File: src/rtl/mem_arb_pkg.sv
// Shared definitions for the three-port memory arbiter: default widths,
// the IO starvation threshold, requester ids and the read-return tag.
package mem_arb_pkg;

  localparam int ADDR_W_DEFAULT    = 16;
  localparam int DATA_W_DEFAULT    = 16;
  localparam int AGE_LIMIT_DEFAULT = 8;

  typedef logic [1:0] req_id_t;

  localparam req_id_t REQ_D  = 2'd0;
  localparam req_id_t REQ_F  = 2'd1;
  localparam req_id_t REQ_IO = 2'd2;

  // One outstanding read return: issued last cycle, data arrives this cycle.
  typedef struct packed {
    logic    valid;
    req_id_t id;
  } ret_tag_t;

endpackage

File: src/rtl/mem_arb_age_ctr.sv
// IO starvation counter: counts consecutive cycles a request waits without a
// grant, saturating at AGE_LIMIT; 'aged' forces the next grant to IO.
module mem_arb_age_ctr
  import mem_arb_pkg::*;
#(
  parameter int AGE_LIMIT = AGE_LIMIT_DEFAULT
) (
  input  logic clk,
  input  logic rst_n,
  input  logic req,
  input  logic gnt,
  output logic aged
);

  // Extra headroom in the width keeps AGE_LIMIT=0 legal.
  localparam int CNT_W = $clog2(AGE_LIMIT + 2);

  logic [CNT_W-1:0] age_cnt_reg;

  // Count waiting cycles; a grant or a dropped request restarts the count.
  always_ff @(posedge clk) begin
    if (!rst_n) begin
      age_cnt_reg <= '0;
    end else if (!req || gnt) begin
      age_cnt_reg <= '0;
    end else if (age_cnt_reg != CNT_W'(AGE_LIMIT)) begin
      age_cnt_reg <= age_cnt_reg + 1'b1;
    end
  end

  assign aged = (age_cnt_reg == CNT_W'(AGE_LIMIT));

endmodule

File: src/rtl/mem_port_arbiter.sv
// Single-port RAM arbiter for CPU data, instruction fetch and an IO reader.
// One access per cycle; read data returns one cycle later on a shared bus,
// steered to the right requester by a registered return tag.
module mem_port_arbiter
  import mem_arb_pkg::*;
#(
  parameter int ADDR_W    = ADDR_W_DEFAULT,
  parameter int DATA_W    = DATA_W_DEFAULT,
  parameter int AGE_LIMIT = AGE_LIMIT_DEFAULT
) (
  input  logic              clk,
  input  logic              rst_n,
  input  logic              d_req,
  input  logic              d_we,
  input  logic [ADDR_W-1:0] d_addr,
  input  logic [DATA_W-1:0] d_wdata,
  input  logic              f_req,
  input  logic [ADDR_W-1:0] f_addr,
  input  logic              io_req,
  input  logic [ADDR_W-1:0] io_addr,
  output logic              d_gnt,
  output logic              f_gnt,
  output logic              io_gnt,
  output logic              d_rvalid,
  output logic              f_rvalid,
  output logic              io_rvalid,
  output logic [DATA_W-1:0] rdata,
  output logic [ADDR_W-1:0] mem_addr,
  output logic [DATA_W-1:0] mem_wdata,
  output logic              mem_we,
  input  logic [DATA_W-1:0] mem_rdata
);

  logic     rr_reg, rr_next;     // 0 favours fetch, 1 favours IO
  ret_tag_t tag_reg, tag_next;
  logic     io_aged;

  mem_arb_age_ctr #(
    .AGE_LIMIT (AGE_LIMIT)
  ) u_age_ctr (
    .clk   (clk),
    .rst_n (rst_n),
    .req   (io_req),
    .gnt   (io_gnt),
    .aged  (io_aged)
  );

  // Grant selection: aged IO, then CPU data, then fetch/IO by round robin.
  always_comb begin
    d_gnt  = 1'b0;
    f_gnt  = 1'b0;
    io_gnt = 1'b0;
    if (rst_n) begin
      // The counter may still read aged in the cycle IO drops its request.
      if (io_req && io_aged) begin
        io_gnt = 1'b1;
      end else if (d_req) begin
        d_gnt = 1'b1;
      end else if (f_req && io_req) begin
        if (rr_reg) io_gnt = 1'b1;
        else        f_gnt  = 1'b1;
      end else if (f_req) begin
        f_gnt = 1'b1;
      end else if (io_req) begin
        io_gnt = 1'b1;
      end
    end
  end

  // RAM address/write steering plus next round-robin pointer and return tag.
  always_comb begin
    mem_addr  = '0;
    mem_we    = d_gnt & d_we;
    mem_wdata = d_wdata;
    rr_next   = rr_reg;
    tag_next  = '0;
    if (d_gnt) begin
      mem_addr       = d_addr;
      tag_next.valid = ~d_we;
      tag_next.id    = REQ_D;
    end else if (f_gnt) begin
      mem_addr       = f_addr;
      rr_next        = ~rr_reg;
      tag_next.valid = 1'b1;
      tag_next.id    = REQ_F;
    end else if (io_gnt) begin
      mem_addr       = io_addr;
      rr_next        = ~rr_reg;
      tag_next.valid = 1'b1;
      tag_next.id    = REQ_IO;
    end
  end

  // Arbiter state: round-robin pointer and the one-deep return tag.
  always_ff @(posedge clk) begin
    if (!rst_n) begin
      rr_reg  <= 1'b0;
      tag_reg <= '0;
    end else begin
      rr_reg  <= rr_next;
      tag_reg <= tag_next;
    end
  end

  // A return in flight when reset asserts is suppressed immediately.
  assign d_rvalid  = rst_n && tag_reg.valid && (tag_reg.id == REQ_D);
  assign f_rvalid  = rst_n && tag_reg.valid && (tag_reg.id == REQ_F);
  assign io_rvalid = rst_n && tag_reg.valid && (tag_reg.id == REQ_IO);
  assign rdata     = mem_rdata;

endmodule

File: config.mk
export PLATFORM = sky130hd
export DESIGN_NAME = mem_port_arbiter
export DESIGN_NICKNAME = d
export VERILOG_FILES = /design/src/rtl/mem_arb_pkg.sv /design/src/rtl/mem_arb_age_ctr.sv /design/src/rtl/mem_port_arbiter.sv
export SDC_FILE = /design/constraint.sdc
export NUM_CORES = 1
export LEC_CHECK = 0
export BUFFER_PORTS_ARGS = -buffer_cell sky130_fd_sc_hd__buf_2
export CAP_MARGIN = 10
export CORE_UTILIZATION = 29
export DETAILED_ROUTE_END_ITERATION = 12
export GPL_ROUTABILITY_DRIVEN = 0
export PLACE_DENSITY = 0.82
export SLEW_MARGIN = 20
export SYNTH_ARGS = -nofsm -noshare
export SYNTH_HDL_FRONTEND = slang
export SYNTH_SLANG_ARGS = --single-unit
File: constraint.sdc
create_clock -name clk -period 1.72 [get_ports clk]
set_input_delay 0.258 -clock clk [delete_from_list [all_inputs] [get_ports clk]]
set_output_delay 0.258 -clock clk [all_outputs]
set_load 0.05 [all_outputs]
# Yosys cells after proc, flatten, opt, wreduce, memory -nomap -nowiden
# Cells that the tools add are included.
op_classes:
  bitwise: 5
  mux: 24
  reduce_logical: 14
  eq_ne: 4
  n_addsub: 1
ops:
  columns: ["cell", "n"]
  rows:
  - ["$mux W16", 3]
  - ["$mux W1", 18]
  - ["$mux W3", 3]
  - ["$logic_and A1 B1 Y1", 6]
  - ["$add A4 B1 Y4 const B", 1]
  - ["$eq A4 B4 Y1 const B", 1]
  - ["$ne A4 B4 Y1 const B", 1]
  - ["$not A1 Y1", 4]
  - ["$reduce_or A2 Y1", 2]
  - ["$reduce_or A3 Y1", 1]
  - ["$eq A2 B1 Y1 const B", 1]
  - ["$eq A2 B2 Y1 const B", 1]
  - ["$logic_not A2 Y1", 1]
  - ["$reduce_and A2 Y1", 1]
  - ["$reduce_bool A2 Y1", 1]
  - ["$and A1 B1 Y1", 1]
  - ["$logic_not A1 Y1", 1]
  - ["$logic_or A1 B1 Y1", 1]
word_totals:
  out_inout_bits: 55
  in_bits: 86
  register_bits: 8

# Longest topological paths before layout
# Gate-level depths: netlist of the first run.
depth:
  word_depth: 9
  mapped_depth: 8
  mapped_depth_nobuf: 7

# Cells and area by module
# Synthesis of the first run repeated with hierarchy kept, for this count alone.
hier_totals:
  hier_cells: 119
  hier_area_um2: 1056.0
modules_own_cells:
  columns: ["module", "area_each_um2", "cells_each", "instances", "seq_area_each_um2"]
  rows:
  - ["mem_port_arbiter", 849.6, 99, 1, 80.1]
  - ["mem_arb_age_ctr", 206.4, 20, 1, 80.1]

# Worst setup path before layout of the first run
# No wires, ideal clock.
synth_timing:
  kind: "register to output"
  from: "register u_age_ctr.age_cnt_reg[0]"
  to: "output mem_addr[10]"
  stages_incl_launch_ff: 9
  path_slack_ns: -0.576
  required_ns: 1.462
  arrival_time_ns: 2.038
  path_buffers: 1
  path_cell_list: "dfxtp_1 -> inv_1 -> ha_1 -> nand4b_1 -> nand3_2 -> inv_2 -> buf_6 -> a31oi_1 -> a21oi_1"
synth_via:
  elab_cells_between_ends: 11
  classes_between: "eq/ne (1); mux (9); reduce/logical (1)"
synth_rtl:
  columns: ["item", "line_no", "rtl"]
  rows:
  - ["start: declaration", "mem_arb_age_ctr.sv:18", "logic [CNT_W-1:0] age_cnt_reg;"]
  - ["start signal: assignment", "mem_arb_age_ctr.sv:27", "age_cnt_reg <= age_cnt_reg + 1'b1;"]
  - ["$eq A4 B4 Y1", "mem_arb_age_ctr.sv:31", "assign aged = (age_cnt_reg == CNT_W'(AGE_LIMIT));"]
  - ["$logic_and A1 B1 Y1", "mem_port_arbiter.sv:55", "if (io_req && io_aged) begin"]
  - ["$mux W1", "mem_port_arbiter.sv:55", null]
  - ["$mux W1", "mem_port_arbiter.sv:53", "if (rst_n) begin"]
  - ["net d_gnt", "mem_port_arbiter.sv:21", "output logic d_gnt,"]
  - ["$mux W16", "mem_port_arbiter.sv:77", "if (d_gnt) begin"]
  - ["end: declaration", "mem_port_arbiter.sv:28", "output logic [ADDR_W-1:0] mem_addr,"]
# The timed path passes the listed nets, and every way through them passes these cells.

# Final worst setup path of the first run
layout_timing:
  from: "register u_age_ctr.age_cnt_reg[0]"
  to: "output mem_addr[7]"
layout_via:
  elab_chain_len: 7
  elab_cells_between_ends: 11
  classes_between: "eq/ne (1); mux (9); reduce/logical (1)"
layout_lines:
  columns: ["item", "line_no", "rtl"]
  rows:
  - ["$eq A4 B4 Y1 (*)", "mem_arb_age_ctr.sv:31", null]
  - ["$logic_and A1 B1 Y1 (*)", "mem_port_arbiter.sv:55", null]
  - ["$mux W1", "mem_port_arbiter.sv:55", null]
  - ["$mux W1", "mem_port_arbiter.sv:53", null]
  - ["$mux W16", "mem_port_arbiter.sv:86", "end else if (io_gnt) begin"]
  - ["$mux W16", "mem_port_arbiter.sv:81", "end else if (f_gnt) begin"]
  - ["$mux W16 (*)", "mem_port_arbiter.sv:77", null]
# Mark *: on every way between the ends. The rest lies on a longest branch, timed or not.

==> qor.yml, run 1 <==
place:
  dpl_cell_area_sq_mm: 0.00165
  dp_hpwl_mm: 2.73
  placedCellCount: 251
  port_buffers: 76
clock_network:
  cts.sinks: 8
  numCtsBuffers: 3
  clk_pin_slew_ps: 40
  clock_latency_ps: 230
  cts_max_path_buffers: 2
  cts_max_level: 1
  cts_root_buffer: "clkbuf_8"
  cts_tree: "built"
worst_setup_path:
  cp.required_ps: 1460
  start_kind: "flop"
  endpoint_kind: "primary output"
  regToRegSetupSlack_ps: 80
  cp.arrival_ps: 1810
  critical_path_class: "flop to primary output"
  worstPathMaxFanout: 9
run_status:
  violations: "setup timing"
  status: "finished, violations left"
sta:
  final_hold_viol_count: 0
  layout_worst_path_cycle_share_pct: 120
  fin_crit_ps: 2070
  maxSlewViolCount: 0
  fin_skew_ps: 0.963
  setup_ws_ps: -348
  rsz0062_at_grt: "yes"
  fmax_mhz: 484
  setup_tns_ps: -5680
  worst_slew_pin_slew_ps: 384
  slew_headroom_pct: 74.3
  setup_violations: 19
yosys:
  ys_seq_area_share_pct: 15.0
  yosys_warnings: 0
  synth.distinct_cells: 27
  synthArstFlopShare_pct: 0
  synthCells: 153
  synth_edf_count: 0
  ys.flop_type: "dfxtp_1"
  netlist_area_sq_mm: 0.00107
  synth.ff_latch_count: 8
  synth_area_per_cell_sq_um: 6.98
  synth_nets: 241
global_routing:
  grt_pass1_wl_mm: 6.55
  grt_pass1_vias: 1388
  gr-usage-all-layers_pct: 21.4
  grt_max_degree: 20
  grt_overflow: 0
  antenna_found_initial: 0
finish:
  finalNonFillerCells: 262
  antenna_cells: 0
  area_growth_pct: 104
  final_cell_mix: "buf_2 (56), nor2_1 (20), buf_6 (20)"
  fin_area_sq_mm: 0.00218
  layout_commonest_cell: "buf_2"
  drive_gt1_share_pct: 78.7
  largest_reg_flops: 4
  nets: 306
routing:
  viasPerCell: 5.10
  wl_per_cell_microns: 15.4
  remaining_drc_errors: 0
  ant_nets: 0
  vias: 1335
  wirelength_mm: 4.03
  first_iter_violations: 31
  dr.pass1.iters: 4
floorplanning:
  coreArea_sq_mm: 0.00344
  rows: 21
  initial_utilization_pct: 31.0
  dieHeight_microns: 62.7
  dieArea_sq_mm: 0.00393
  ios: 141
  die_x_microns: 62.7
flow_run:
  maxCapViolCount: 0
pwr:
  p_leak_nw: 0.847
  ir_drop_v: 0.000322
  power_per_cell_area_mw_per_mm2: 484
hold_path:
  min_path_type: "primary input to flop"
-- cell families (layout without fill, tap and decap cells) --
| kind of cell | after synthesis | after routing | synth area share (%) |
|---|---|---|---|
| simple gates | 57 | 57 | 27.9 |
| buf+inv | 45 | 106 | 30.2 |
| compound gates | 38 | 40 | 22.0 |
| flops | 8 | 8 | 15.0 |
| xor+xnor | 3 | 3 | 2.46 |
| fa+ha+maj | 2 | 2 | 2.34 |
-- power by group --
| group | internal, mW | switching, mW | total [mW] |
|---|---|---|---|
| registers | 0.195 | 0.00491 | 0.200 |
| clock network | 0.152 | 0.0748 | 0.226 |
| logic | 0.259 | 0.370 | 0.628 |
-- critical path, stage by stage (launching register included) --
cell	delay, ps
dfxtp_2	330
inv_2	40
ha_4	140
and3b_2	240
o21bai_4	270
a31oi_2	310
a21oi_4	90
buf_6	160
-- cells in the mapped netlist, types with 2 or more instances --
master	n	area share, %
buf_4	34	24
nor2_1	20	7.0
a21oi_1	17	8.0
nand3_1	17	8.0
a31oi_1	16	9.4
dfxtp_1	8	15
and2_1	5	2.9
inv_1	4	1.4
buf_2	3	1.4
buf_6	3	3.2
nand2_1	3	1.1
o21ai_0	3	1.4
and2_2	2	1.4
ha_1	2	2.3
nor3_1	2	0.94
nor3b_1	2	1.4
xor2_1	2	1.6
-- cell type report --
cell class | instances | area, sq um
Timing Repair Buffer | 96 | 708
Tap cell | 46 | 57.6
Clock buffer | 3 | 41.3
Fill cell | 286 | 1260
Inverter | 5 | 26.3
Multi-Input combinational cell | 102 | 1160
Timing Repair inverter | 2 | 22.5
Sequential cell | 8 | 163
-- final timing paths --
| path | from | to | cells past startpoint |
|---|---|---|---|
| setup / recovery | u_age_ctr.age_cnt_reg[0]$_SDFFE_PP0P_ | mem_addr[7] | 7 |
| hold / removal | rst_n | rr_reg$_SDFFE_PN0P_ | 2 |
| setup reg to reg | u_age_ctr.age_cnt_reg[0]$_SDFFE_PP0P_ | u_age_ctr.age_cnt_reg[2]$_SDFFE_PP0P_ | 7 |
| hold reg to reg | u_age_ctr.age_cnt_reg[0]$_SDFFE_PP0P_ | u_age_ctr.age_cnt_reg[0]$_SDFFE_PP0P_ | 2 |
-- metrics by stage --
stage	total power [mW]	utilization (%)	setup slack, ps	hold slack [ps]
after floorplan	0.735	-	-148	380
after global routing	1.11	63.3	-431	365
after detailed placement	0.680	48.1	-208	513
final	1.05	63.3	-348	360
after CTS	1.04	61.1	-352	347
after global placement	0.673	48.1	-180	498
-- metal layers --
layer | wire length, microns | vias to the layer above | track usage (%)
li1 | - | 635 | -
met1 | 1390 | 614 | 21.7
met2 | 2260 | 76 | 42.4
met3 | 311 | 10 | 5.84
met4 | 61 | 0 | 5.23
met5 | 0 | - | 0
-- repair_timing --
item | in CTS | in global routing
hold buffers | 0 | 0
setup buffers | 3 | 1
endpoints found under the hold margin | 0 | 0
cloned | 4 | 0
pin swaps | 6 | 4
setup endpoints to repair | 20 | 20
resized for setup | 77 | 15
No activity file was read; power rests on OpenSTA's default activity.
==> inputs of run 2 (changes only) <==
--- a/config.mk
+++ b/config.mk
@@ -11,6 +11,7 @@
 export DETAILED_ROUTE_END_ITERATION = 12
 export GPL_ROUTABILITY_DRIVEN = 0
 export PLACE_DENSITY = 0.82
+export SKIP_CTS_REPAIR_TIMING = 1
 export SLEW_MARGIN = 20
 export SYNTH_ARGS = -nofsm -noshare
 export SYNTH_HDL_FRONTEND = slang
==> qor.yml, run 2 (synthesized netlist as in run 1, its figures left out) <==
routing:
  wl_per_cell_microns: 15.6  # +1.3%
  dr.pass1.iters: 4  # unchanged
  wirelength_mm: 4.03  # about the same
  first_iter_violations: 29  # -6.5%
  vias: 1312  # -1.7%
  ant_nets: 0  # unchanged
  remaining_drc_errors: 0  # unchanged
  viasPerCell: 5.07  # -0.58%
sta:
  setup_ws_ps: -332  # +15.9 ps
  fin_crit_ps: 2050  # -15.9 ps
  slew_headroom_pct: 69.6  # -4.8 points
  fmax_mhz: 487  # +0.78%
  final_hold_viol_count: 0  # unchanged
  worst_slew_pin_slew_ps: 455  # +71.1 ps
  layout_worst_path_cycle_share_pct: 119  # -0.93 points
  fin_skew_ps: 1.20  # +0.241 ps
  rsz0062_at_grt: "yes"
  maxSlewViolCount: 0  # unchanged
  setup_violations: 19  # unchanged
  whs_ps: 355  # -4.73 ps
finish:
  nets: 303  # -0.98%
  area_growth_pct: 96.7
  finalNonFillerCells: 259  # -1.1%
  layout_commonest_cell: "buf_2"
  final_cell_mix: "buf_2 (56), nor2_1 (20), buf_6 (18)"
  drive_gt1_share_pct: 77.9  # -0.77 points
  largest_reg_flops: 4  # unchanged
  fillers: 300  # +4.9%
  antenna_cells: 0  # unchanged
floorplanning:
  coreArea_sq_mm: 0.00344  # unchanged
  dieArea_sq_mm: 0.00393  # unchanged
  dieHeight_microns: 62.7  # unchanged
  initial_utilization_pct: 31.0  # unchanged
  rows: 21  # unchanged
  ios: 141  # unchanged
  die_x_microns: 62.7  # unchanged
run_status:
  status: "finished, violations left"
  violations: "setup timing"
worst_setup_path:
  crit_slowest_cell: "dfxtp_2"
  path_cells: "inv_2 > ha_4 > and3b_2 > o21ai_4 > buf_12 > nand3_4 > a21oi_4 > buf_6"
  cp.arrival_ps: 1790  # -20 ps
  critical_path_class: "flop to primary output"
  start_kind: "flop"
  worstPathMaxFanout: 9  # unchanged
  endpoint_kind: "primary output"
  cp.required_ps: 1460  # about the same
  cp_slowest_stage_delay_ps: 330  # about the same
clock_network:
  cts_max_path_buffers: 2  # unchanged
  cts_root_buffer: "clkbuf_8"
  clock_latency_ps: 230  # about the same
  numCtsBuffers: 3  # unchanged
  cts_tree: "built"
  cts.sinks: 8  # unchanged
  cts_max_level: 1  # unchanged
  clk_pin_slew_ps: 40  # about the same
global_routing:
  grt_overflow: 0  # unchanged
  grt_pass1_wl_mm: 5.65  # -14%
  antenna_found_initial: 0  # unchanged
  grt_pass1_vias: 1236  # -11%
  gr-usage-all-layers_pct: 18.1  # -3.3 points
  grt_max_degree: 20  # unchanged
place:
  port_buffers: 76  # unchanged
  placedCellCount: 251  # unchanged
  dp_hpwl_mm: 2.73  # unchanged
  place_ws_ps: -208  # unchanged
pwr:
  power_mw: 1.03  # -2.2%
  power_per_cell_area_mw_per_mm2: 491  # +1.5%
  ir_drop_v: 0.000315  # -2.1%
  p_leak_nw: 0.831  # -1.9%
flow_run:
  maxCapViolCount: 0  # unchanged
hold_path:
  min_path_type: "primary input to flop"
run 2: final timing paths:
kind	start	to	slack [ps]	cells past startpoint
setup / recovery	u_age_ctr.age_cnt_reg[0]$_SDFFE_PP0P_	mem_addr[7]	-330	8
setup reg to reg	u_age_ctr.age_cnt_reg[0]$_SDFFE_PP0P_	u_age_ctr.age_cnt_reg[2]$_SDFFE_PP0P_	230	6
hold reg to reg	u_age_ctr.age_cnt_reg[0]$_SDFFE_PP0P_	u_age_ctr.age_cnt_reg[0]$_SDFFE_PP0P_	520	2
hold / removal	rst_n	rr_reg$_SDFFE_PN0P_	360	2
run 2: where the power goes:
part	switching [mW]	internal [mW]	total, mW	leakage [nW]
clock network	0.0751	0.152	0.227	0.0216
logic	0.355	0.250	0.605	0.743
registers	0.00440	0.195	0.199	0.0663
run 2: metal layers:
layer | GRT usage (%) | share of wire, % | up-vias
met4 | 4.65 | 1.7 | 0
met3 | 5.47 | 8.4 | 10
met5 | 0 | 0 | -
met2 | 34.8 | 55 | 78
met1 | 18.8 | 34 | 601
li1 | - | - | 623
run 2: layout make-up:
cell class | count | area, sq um | area share [%]
clock buffers | 3 | 41.3 | 1.97
inverters | 5 | 31.3 | 1.49
well taps | 46 | 57.6 | 2.74
flip-flops and latches | 8 | 163 | 7.75
repair buffers | 94 | 706 | 33.6
multi-input cells | 101 | 1070 | 51.1
repair inverters | 2 | 27.5 | 1.31
run 2: critical path: cells and delay by family (launching register included):
| family | cells | cell delay (ps) |
|---|---|---|
| buffers and inverters | 3 | 400 |
| adders and majority gates | 1 | 140 |
| AOI/OAI and AO/OA | 2 | 370 |
| and+or+nand+nor | 2 | 320 |
| DFF | 1 | 330 |
run 2: through the flow:
stage,instance area [sq um],setup TNS (ps),utilization [%]
finish,2100,-5510,61.0
floorplan,1380,-1560,-
CTS,1700,-7870,49.3
global placement,1650,-2420,48.1
global route,2100,-7180,61.0
detailed placement,1650,-3000,48.1
==> inputs of run 3 (changes only) <==
--- a/config.mk
+++ b/config.mk
@@ -6,13 +6,14 @@
 export NUM_CORES = 1
 export LEC_CHECK = 0
 export BUFFER_PORTS_ARGS = -buffer_cell sky130_fd_sc_hd__buf_2
-export CAP_MARGIN = 10
-export CORE_UTILIZATION = 29
+export CAP_MARGIN = 20
+export CORE_UTILIZATION = 28
 export DETAILED_ROUTE_END_ITERATION = 12
 export GPL_ROUTABILITY_DRIVEN = 0
-export PLACE_DENSITY = 0.82
+export PLACE_DENSITY = 0.8
 export SKIP_CTS_REPAIR_TIMING = 1
 export SLEW_MARGIN = 20
 export SYNTH_ARGS = -nofsm -noshare
 export SYNTH_HDL_FRONTEND = slang
+export SYNTH_HIERARCHICAL = 1
 export SYNTH_SLANG_ARGS = --single-unit
==> qor.yml, run 3 <==
run_status:
  status: "finished, violations left"
  violations: "setup timing"
floorplanning:
  die_x_microns: 63.4  # +1.2%
  dieHeight_microns: 63.4  # +1.2%
  initial_utilization_pct: 30.4  # -0.56 points
  dieArea_sq_mm: 0.00402  # +2.4%
  rows: 21  # unchanged
  coreArea_sq_mm: 0.00347  # +0.76%
  ios: 141  # unchanged
place:
  dpl_cell_area_sq_mm: 0.00150  # -9.4%
  dp_hpwl_mm: 2.82  # +3.3%
  port_buffers: 76  # unchanged
pwr:
  ir_drop_v: 0.000221  # -30%
  power_mw: 0.879  # -15%
  power_per_cell_area_mw_per_mm2: 516  # +4.9%
  p_leak_nw: 0.840  # +1.1%
yosys:
  ys_top_cells_by_count: "buf_4 (32), a221o_2 (16), and4_1 (16), dfxtp_1 (8), clkbuf_1 (5)"
  synth_area_per_cell_sq_um: 8.87  # +27%
  synthArstFlopShare_pct: 0  # unchanged
  post-synth-top-count-cell: "buf_4"
  netlist_area_sq_mm: 0.00106  # -1.1%
  synth_area_leaders: "buf_4 (23%), a221o_2 (17%), dfxtp_1 (15%)"
  synth_edf_count: 0  # unchanged
  synthCells: 119  # -22%
  synth.distinct_cells: 30  # +11%
  synth_top_area_share_pct: 22.7  # -1.2 points
  yosys_warnings: 6  # +6
  synth_area_leader_cell: "buf_4"
  ys_seq_area_share_pct: 15.2  # +0.16 points
  ys.flop_type: "dfxtp_1"
  synth.ff_latch_count: 8  # unchanged
  synth_nets: 207  # -14%
clock_network:
  clock_latency_ps: 230  # about the same
  cts_root_buffer: "clkbuf_8"
  numCtsBuffers: 3  # unchanged
  cts.sinks: 8  # unchanged
  cts_max_path_buffers: 2  # unchanged
  clk_pin_slew_ps: 40  # about the same
  cts_tree: "built"
  cts_max_level: 1  # unchanged
finish:
  area_growth_pct: 61.5
  drive_gt1_share_pct: 74.4  # -3.5 points
  antenna_cells: 0  # unchanged
  nets: 270  # -11%
  largest_reg_flops: 4  # unchanged
  fin_area_sq_mm: 0.00171  # -19%
  final_cell_mix: "buf_2 (57), buf_6 (18), buf_4 (18)"
  layout_commonest_cell: "buf_2"
routing:
  dr.pass1.iters: 3  # -1
  first_iter_violations: 14  # -52%
  ant_nets: 0  # unchanged
  vias: 1138  # -13%
  remaining_drc_errors: 0  # unchanged
  viasPerCell: 5.04  # -0.60%
  wl_per_cell_microns: 16.2  # +4.0%
  wirelength_mm: 3.66  # -9.3%
worst_setup_path:
  cp.arrival_ps: 1950  # +160 ps
  cp_slowest_stage_delay_ps: 430  # +100 ps
  cp.required_ps: 1460  # about the same
  path_cells: "inv_2 > ha_4 > nand3b_4 > clkinv_4 > o21ai_2 > and4b_2 > buf_12 > a221o_4 > buf_6"
  start_kind: "flop"
  critical_path_class: "flop to primary output"
  crit_family: "compound AO/OA/AOI/OAI gates"
  crit_buf_inv: 4  # +1
  crit_slowest_cell: "a221o_4"
  endpoint_kind: "primary output"
  worstPathMaxFanout: 10  # +1
global_routing:
  antenna_found_initial: 0  # unchanged
  grt_max_degree: 14  # -30%
  grt_pass1_wl_mm: 5.23  # -7.5%
  gr-usage-all-layers_pct: 16.5  # -1.6 points
  grt_pass1_vias: 1089  # -12%
  grt_overflow: 0  # unchanged
sta:
  final_hold_viol_count: 0  # unchanged
  layout_worst_path_cycle_share_pct: 129  # +9.3 points
  worst_slew_pin_slew_ps: 254  # -201 ps
  fmax_mhz: 452  # -7.2%
  fin_crit_ps: 2210  # +159 ps
  maxSlewViolCount: 0  # unchanged
  slew_headroom_pct: 83.2  # +14 points
  setup_ws_ps: -491  # -159 ps
  fin_skew_ps: 2.81  # +1.60 ps
  setup_violations: 20  # +1
  rsz0062_at_grt: "yes"
flow_run:
  maxCapViolCount: 0  # unchanged
hold_path:
  min_path_type: "primary input to flop"
==> run 3: final cells by class <==
cell class              count  area [sq um]
multi-input cells          66           712
inverters                   5          23.8
fillers                   352          1760
clock buffers               3          41.3
flip-flops and latches      8           163
well taps                  46          57.6
repair buffers             98           708
==> run 3: logic make-up after synthesis <==
family / after synthesis / synth area share, %
AOI/OAI and AO/OA: 19 / 19.5
buffers and inverters: 45 / 29.9
DFF: 8 / 15.2
adders and majority gates: 2 / 2.37
and+or+nand+nor: 40 / 28.7
muxes: 2 / 1.90
xor gates and xnor gates: 3 / 2.49
==> run 3: per-stage QoR <==
step	setup WS, ps	hold WS (ps)	setup TNS (ps)	instances	util, %
after floorplan	-313	413	-3310	119	-
after global routing	-560	401	-9400	226	49.2
after CTS	-536	373	-8930	224	44.4
final	-491	375	-7750	226	49.2
after global placement	-247	503	-3420	221	43.2
after detailed placement	-282	516	-3990	221	43.2
==> run 3: worst paths after layout <==
kind	from	to	slack, ps	cells past startpoint
hold reg to reg	rr_reg$_SDFFE_PN0P_	rr_reg$_SDFFE_PN0P_	540	2
setup reg to reg	u_age_ctr/age_cnt_reg[1]$_SDFFE_PP0P_	u_age_ctr/age_cnt_reg[2]$_SDFFE_PP0P_	40	9
hold / removal	d_we	tag_reg[2]$_SDFF_PN0_	380	3
setup / recovery	u_age_ctr/age_cnt_reg[1]$_SDFFE_PP0P_	mem_addr[0]	-490	9
==> run 3: worst register-to-register path, delay by kind of cell, from the launching register on <==
family	cells	cell delay, ps
AND/OR/NAND/NOR	5	870
adder cells (fa/ha/maj)	1	150
flip-flops	1	330
buffers and inverters	3	270
==> run 3: where the power goes <==
group / total (mW) / leakage (nW) / switching [mW] / internal, mW
combinational: 0.444 / 0.752 / 0.239 / 0.206
sequential: 0.203 / 0.0664 / 0.00759 / 0.195
clock: 0.232 / 0.0216 / 0.0798 / 0.152
==> run 3: metal layers <==
metal  part of all wire, %  up-vias  GRT usage [%]
li1                      -      548              -
met1                    36      506           18.5
met2                    53       78           28.9
met3                   9.5        6           5.25
met4                   1.4        0           5.97
met5                     0        -              0
